--- src/rtl/mem_stage_ctrl.sv ---
// Byte-serial MEM-stage controller: splits byte/halfword/word loads and stores
// into big-endian single-byte cycles on an 8-bit RAM and stalls the pipeline meanwhile.
module mem_stage_ctrl (
    input  logic        CLK,
    input  logic        CLR,
    input  logic        Mem_Enable,
    input  logic        Mem_RW,
    input  logic [1:0]  Mem_Size,
    input  logic        Load_Signed,
    input  logic [31:0] Addr,
    input  logic [31:0] Data_In,
    output logic [31:0] Data_Out,
    output logic        Busy,
    output logic        Done,
    output logic        Err,
    output logic [7:0]  ram_addr,
    output logic [7:0]  ram_wdata,
    output logic        ram_we,
    input  logic [7:0]  ram_rdata
);

    typedef enum logic [1:0] {IDLE, XFER, DONE} state_t;

    state_t      state_reg, state_next;
    logic [7:0]  base_reg;
    logic [31:0] data_reg;
    logic [31:0] sh_reg;
    logic [31:0] data_out_reg;
    logic [1:0]  size_reg;
    logic [1:0]  idx_reg;
    logic        rw_reg;
    logic        signed_reg;
    logic        err_reg;

    logic        legal;
    logic [1:0]  last_idx;
    logic [1:0]  byte_sel;
    logic        last_byte;
    logic [31:0] sh_next;
    logic [31:0] load_word;
    logic [7:0]  data_bytes [4];

    for (genvar gi = 0; gi < 4; gi++) begin : g_bytes
        assign data_bytes[gi] = data_reg[gi*8 +: 8];
    end

    always_comb begin
        legal = 1'b0;
        case (Mem_Size)
            2'b00:   legal = 1'b1;
            2'b01:   legal = ~Addr[0];
            2'b10:   legal = (Addr[1:0] == 2'b00);
            default: legal = 1'b0;
        endcase
    end

    always_comb begin
        last_idx = 2'd3;
        case (size_reg)
            2'b00:   last_idx = 2'd0;
            2'b01:   last_idx = 2'd1;
            default: last_idx = 2'd3;
        endcase
    end

    assign last_byte = (idx_reg == last_idx);
    // Most significant byte of the right-justified store data goes out first.
    assign byte_sel  = last_idx - idx_reg;
    assign sh_next   = {sh_reg[23:0], ram_rdata};

    always_comb begin
        load_word = sh_next;
        case (size_reg)
            2'b00:   load_word = {{24{signed_reg & sh_next[7]}}, sh_next[7:0]};
            2'b01:   load_word = {{16{signed_reg & sh_next[15]}}, sh_next[15:0]};
            default: load_word = sh_next;
        endcase
    end

    always_comb begin
        state_next = state_reg;
        case (state_reg)
            IDLE:    if (Mem_Enable) state_next = legal ? XFER : DONE;
            XFER:    if (last_byte) state_next = DONE;
            DONE:    state_next = IDLE;
            default: state_next = IDLE;
        endcase
    end

    always_ff @(posedge CLK) begin
        if (CLR) state_reg <= IDLE;
        else     state_reg <= state_next;
    end

    always_ff @(posedge CLK) begin
        if (CLR) begin
            base_reg     <= '0;
            data_reg     <= '0;
            sh_reg       <= '0;
            data_out_reg <= '0;
            size_reg     <= '0;
            idx_reg      <= '0;
            rw_reg       <= 1'b0;
            signed_reg   <= 1'b0;
            err_reg      <= 1'b0;
        end else begin
            case (state_reg)
                IDLE: if (Mem_Enable) begin
                    base_reg   <= Addr[7:0];
                    data_reg   <= Data_In;
                    size_reg   <= Mem_Size;
                    rw_reg     <= Mem_RW;
                    signed_reg <= Load_Signed;
                    err_reg    <= ~legal;
                    idx_reg    <= 2'd0;
                end
                XFER: begin
                    if (!rw_reg) sh_reg <= sh_next;
                    // Result is registered with the final byte so it is visible during DONE.
                    if (last_byte) begin
                        if (!rw_reg) data_out_reg <= load_word;
                    end else begin
                        idx_reg <= idx_reg + 2'd1;
                    end
                end
                default: ;
            endcase
        end
    end

    assign Data_Out  = data_out_reg;
    assign Busy      = ~CLR & (((state_reg == IDLE) & Mem_Enable) | (state_reg == XFER));
    assign Done      = (state_reg == DONE);
    assign Err       = (state_reg == DONE) & err_reg;
    assign ram_we    = (state_reg == XFER) & rw_reg & ~CLR;
    assign ram_addr  = (state_reg == XFER) ? (base_reg + {6'd0, idx_reg}) : 8'd0;
    assign ram_wdata = ((state_reg == XFER) && rw_reg) ? data_bytes[byte_sel] : 8'd0;

endmodule
--- config.mk ---
export PLATFORM = sky130hd
export DESIGN_NAME = mem_stage_ctrl
export DESIGN_NICKNAME = d
export VERILOG_FILES = /design/src/rtl/mem_stage_ctrl.sv
export SDC_FILE = /design/constraint.sdc
export NUM_CORES = 1
export LEC_CHECK = 0
export BUFFER_PORTS_ARGS = -buffer_cell sky130_fd_sc_hd__buf_4
export CORE_MARGIN = 2
export CORE_UTILIZATION = 50
export DETAILED_ROUTE_END_ITERATION = 8
export PLACE_DENSITY = 0.78
export SKIP_LAST_GASP = 1
export SLEW_MARGIN = 25
export SYNTH_ARGS = -nofsm -noshare
export SYNTH_HDL_FRONTEND = slang
export SYNTH_SLANG_ARGS = --single-unit
--- constraint.sdc ---
create_clock -name CLK -period 7.45 [get_ports CLK]
set_input_delay 1.8625 -clock CLK [delete_from_list [all_inputs] [get_ports CLK]]
set_output_delay 1.8625 -clock CLK [all_outputs]
set_load 0.05 [all_outputs]
# ---- After elaboration in Yosys (flattened, before gate mapping)
# Index checks and enable logic that the tools add are counted.
dict set report totals {
  input_bits 79
  out_inout_bits 52
  ff_bits 105
}
dict set report op_classes {
  n_eq_ne 9
  n_bitwise 13
  n_lt_le_gt_ge 1
  n_addsub 3
  reduce_logical 11
  muxes 15
}
# cell n
set ops {}
lappend ops {{$pmux 32 s2} 1}
lappend ops {{$mux 8} 4}
lappend ops {{$bmux 8 s2} 1}
lappend ops {{$pmux 2 s2} 3}
lappend ops {{$mux 2} 5}
lappend ops {{$add 8x2->8} 1}
lappend ops {{$logic_not 2->1} 4}
lappend ops {{$and 1x1->1} 7}
lappend ops {{$eq 2x1->1 const B} 3}
lappend ops {{$ne 2x2->1 const B} 3}
lappend ops {{$reduce_and 2->1} 3}
lappend ops {{$reduce_and 3->1} 2}
lappend ops {{$eq 2x2->1 const B} 2}
lappend ops {{$not 1->1} 4}
lappend ops {{$ge 3x3->1 const B} 1}
lappend ops {{$not 2->3} 1}
lappend ops {{$pmux 1 s3} 1}
lappend ops {{$add 2x1->2 const B} 1}
lappend ops {{$eq 2x2->1} 1}
lappend ops {{$reduce_bool 2->1} 1}
lappend ops {{$sub 2x2->2} 1}
lappend ops {{$logic_and 1x1->1} 1}
lappend ops {{$or 1x1->1} 1}

# ---- Logic depth before layout (Yosys ltp)
dict set report logic_depth {
  ltp_word 8
  ltp_mapped 10
  ltp_nobuf 6
}

# ---- Worst setup path after synthesis
# No wires, ideal clock.
dict set report synth_path {
  path_type {input to output}
  startpoint {in CLR}
  endpoint {out Busy}
  arrival_time_ns 2.895
  slack_ns 2.693
  path_buffers 2
  path_stages 3
  path_cell_list {clkbuf_1 -> clkbuf_1 -> nor2_1}
}
dict set report synth_between {
  elab_chain_cells 2
}
# item line
set synth_rtl {}
lappend synth_rtl {{from (decl)} 5} ;# input logic CLR,
lappend synth_rtl {{$not 1->1} 132} ;# assign Busy = ~CLR & (((state_reg == IDLE) & Mem_Enable) | (state_reg == XFER));
lappend synth_rtl {{$and 1x1->1} 132}
lappend synth_rtl {{to (decl)} 13} ;# output logic Busy,
# No other way between the ends.

# ---- Final worst setup path
dict set report layout_path {
  startpoint {reg size_reg[1]}
  endpoint {out ram_wdata[6]}
}
dict set report layout_between {
  elab_chain_cells 8
  elab_cells_between_ends 9
  cone_classes {add/sub: 1; eq/ne: 1; mux: 5; bitwise: 1; reduce/logical: 1}
}
# item line
set layout_rtl {}
lappend layout_rtl {{from (decl)} 29} ;# logic [1:0] size_reg;
lappend layout_rtl {{from (signal assigned)} 111} ;# size_reg <= Mem_Size;
lappend layout_rtl {{$eq 2x1->1 or $logic_not 2->1 (tied branches)} 59} ;# case (size_reg)
lappend layout_rtl {{$pmux 2 s2 (*)} 59}
lappend layout_rtl {{$sub 2x2->2 (*)} 68} ;# assign byte_sel = last_idx - idx_reg;
lappend layout_rtl {{$not 2->3 (implied by the code) (*)} 137} ;# assign ram_wdata = ((state_reg == XFER) && rw_reg) ? data_bytes[byte_sel] : 8'd0;
lappend layout_rtl {{$bmux 8 s2 (*)} 137}
lappend layout_rtl {{$mux 8 (implied by the code) (*) (2 in series)} 137}
lappend layout_rtl {{$mux 8 (*)} 137}
lappend layout_rtl {{to (decl)} 17} ;# output logic [7:0] ram_wdata,
# Mark *: on every way between the ends. The rest lies on a longest branch, timed or not. The select of a mux whose other input is x is not followed.

==> results.yml <==
outcome:
  outcome: "finished clean"
power:
  peakVddDrop_mv: 0.100
  leakage_nw: 2.15
  p_per_area_nw_per_um2: 217
placed_design:
  place_hpwl_mm: 6.97
  port_buffers: 106
  dp_slack_ns: 2.25
  place_congestion: 0.792
sta:
  clock_skew_ns: 0.0132
  timing.final.crit_share: 0.753
  hold_viol_final: 0
  finalWorstSetupSlack_ns: 1.84
  max_clock_freq_mhz: 178
  rsz0062_at_grt: "no"
  fin_crit_ns: 5.61
  setup_viol: 0
  slew_violations: 0
  slew_headroom: 0.346
  tightest_slew_ns: 0.981
  fin_setup_tns_ns: 0
setup_path:
  critical-path-max-stage-delay_ns: 0.95
  cp_slowest_cell: "dfxtp_1"
  crit_arrival_ns: 3.75
  worst_setup_path_start_kind: "flip-flop"
  r2r_slack_ns: 3.71
  crit_required_ns: 5.59
  crit_chain: "or2_2 > inv_1 > ha_1 > inv_1 > nand3_1 > o22ai_1 > buf_4"
  cp-end-kind: "output port"
  cpMostUsedCell: "inv_1"
  crit_fanout: 25
  setup.worst_path.class: "flip-flop to output port"
die:
  die_y_um: 98.6
  start_util: 0.516
  io_pins: 131
  core_um2: 8680
  die_w_um: 98.6
  die_area_um2: 9720
  placementRows: 34
finish:
  nFillCells: 779
  drive_above_1_share: 0.213
  syn_to_final_growth_pct: 22.1
  multi_input_area_um2: 2120
  fin_nets: 707
  seq_area_um2: 2100
  antenna_cells: 0
global_routing:
  grt_pass1_wl_mm: 17.5
  grt_pass1_vias: 3792
  grt_start_max_net_pins: 107
  overflow: 0
  grt.total_usage: 0.214
  antenna_found_initial: 0
clock_tree:
  cts_root_buf: "clkbuf_8"
  cts_sinks: 105
  clk_path_buf_depth: 2
  cts_setup_buffers: 0
  clkLatencyLatePin_ns: 0.36
  clk_pin_slew_worst_paths_ns: 0.09
  cts_hold_buf: 0
  cts_tree: "built"
  htreeDepth: 3
  cts_resized: 0
  numCtsBuffers: 9
synthesis:
  yosys_warnings: 0
  ys_types: 44
  synthFlopType: "dfxtp_1"
  synth_top_area_share: 0.470
  yosysTopAreaCell: "dfxtp_1"
  synthMostInstantiatedCell: "nand2_1"
  async_flop_share: 0
  syn_avg_cell_area_um2: 8.15
  synth_common_cells: "nand2_1, dfxtp_1, a21oi_1, clkbuf_1, inv_1"
  syn-cell-area_um2: 4470
  seq_area_frac_synth: 0.470
  synth.net_count: 632
  synth-seq-cells: 105
  synth_edf_count: 0
  synthTopCellsByArea: "dfxtp_1, nand2_1, a21oi_1"
  synthCells: 549
routing:
  drtIter0Drc: 134
  drt_wl_total_mm: 10.6
  ant_nets: 0
  wl_per_cell_um: 14.4
  drc: 0
  firstDrtPassIters: 4
  vias: 4068
  vias_per_cell: 5.53
run:
  cap_violations: 0
min_path:
  hp-class: "flip-flop to flip-flop"
[metrics by stage]
stage	std cells	total power, mW	area (um2)	hold slack, ns	utilization
global placement	721	0.824	5240	0.441	0.604
CTS	736	1.19	5450	0.456	0.628
finish	736	1.19	5470	0.455	0.630
detailed placement	721	0.829	5240	0.442	0.604
global route	736	1.24	5470	0.473	0.630
floorplan	549	0.765	4470	0.432	-
[routing by layer]
layer  global-route usage  routed length (um)
met2                0.354                5180
met1                0.279                4710
met3               0.0504                 531
met4               0.0664                 148
met5                    0                   0
[where the power goes]
| part | internal (mW) | total (mW) | switching, mW |
|---|---|---|---|
| Sequential | 0.591 | 0.615 | 0.0238 |
| Combinational | 0.0728 | 0.202 | 0.129 |
| Clock | 0.188 | 0.372 | 0.184 |
[critical path, delay by kind of cell (launching register included)]
kind                       cells  cell delay [ns]
buffers and inverters          3             0.80
adders and majority gates      1             0.57
and+or+nand+nor                2             0.75
AOI/OAI and AO/OA              1             0.31
DFF                            1             0.95
[cell type report]
cell class / count / area share
clock buffers: 10 / 0.0234
repair buffers: 109 / 0.150
flip-flops and latches: 105 / 0.385
multi-input cells: 379 / 0.388
inverters: 20 / 0.0137
well taps: 108 / 0.0247
clock inverters: 5 / 0.0149
[logic make-up after synthesis]
family                     share of synthesized area
adders and majority gates                     0.0129
AOI/OAI and AO/OA                              0.211
buffers and inverters                         0.0618
xor gates and xnor gates                      0.0145
DFF                                            0.470
muxes                                         0.0408
and+or+nand+nor                                0.189
[worst paths after layout]
check                    from            to  cells past startpoint
setup reg to reg  size_reg[1]  Data_Out[28]                      6
hold / removal        err_reg       err_reg                      2
setup / recovery  size_reg[1]  ram_wdata[6]                      7
hold reg to reg       err_reg       err_reg                      2
[cells in the final DEF (no fill, tap or decap), types with 2 or more instances in the layout]
master and count:
bufinv_16 2, o21ai_0 4, a211oi_1 8, nand2b_1 2, and2_1 3, dfxtp_1 105
a31oi_1 10, inv_1 20, o22ai_1 8, nand3_1 5, or4_1 2, nor3b_4 2
buf_4 108, nor3_1 2, ha_1 3, mux2_2 2, o31ai_1 10, a21oi_1 92
nand2_1 157, clkbuf_8 9, nor2_1 6, mux2i_1 16, nand4_1 10, a221oi_1 15
nor2b_1 2, or3_1 3
(Power assumes the default switching activity.)
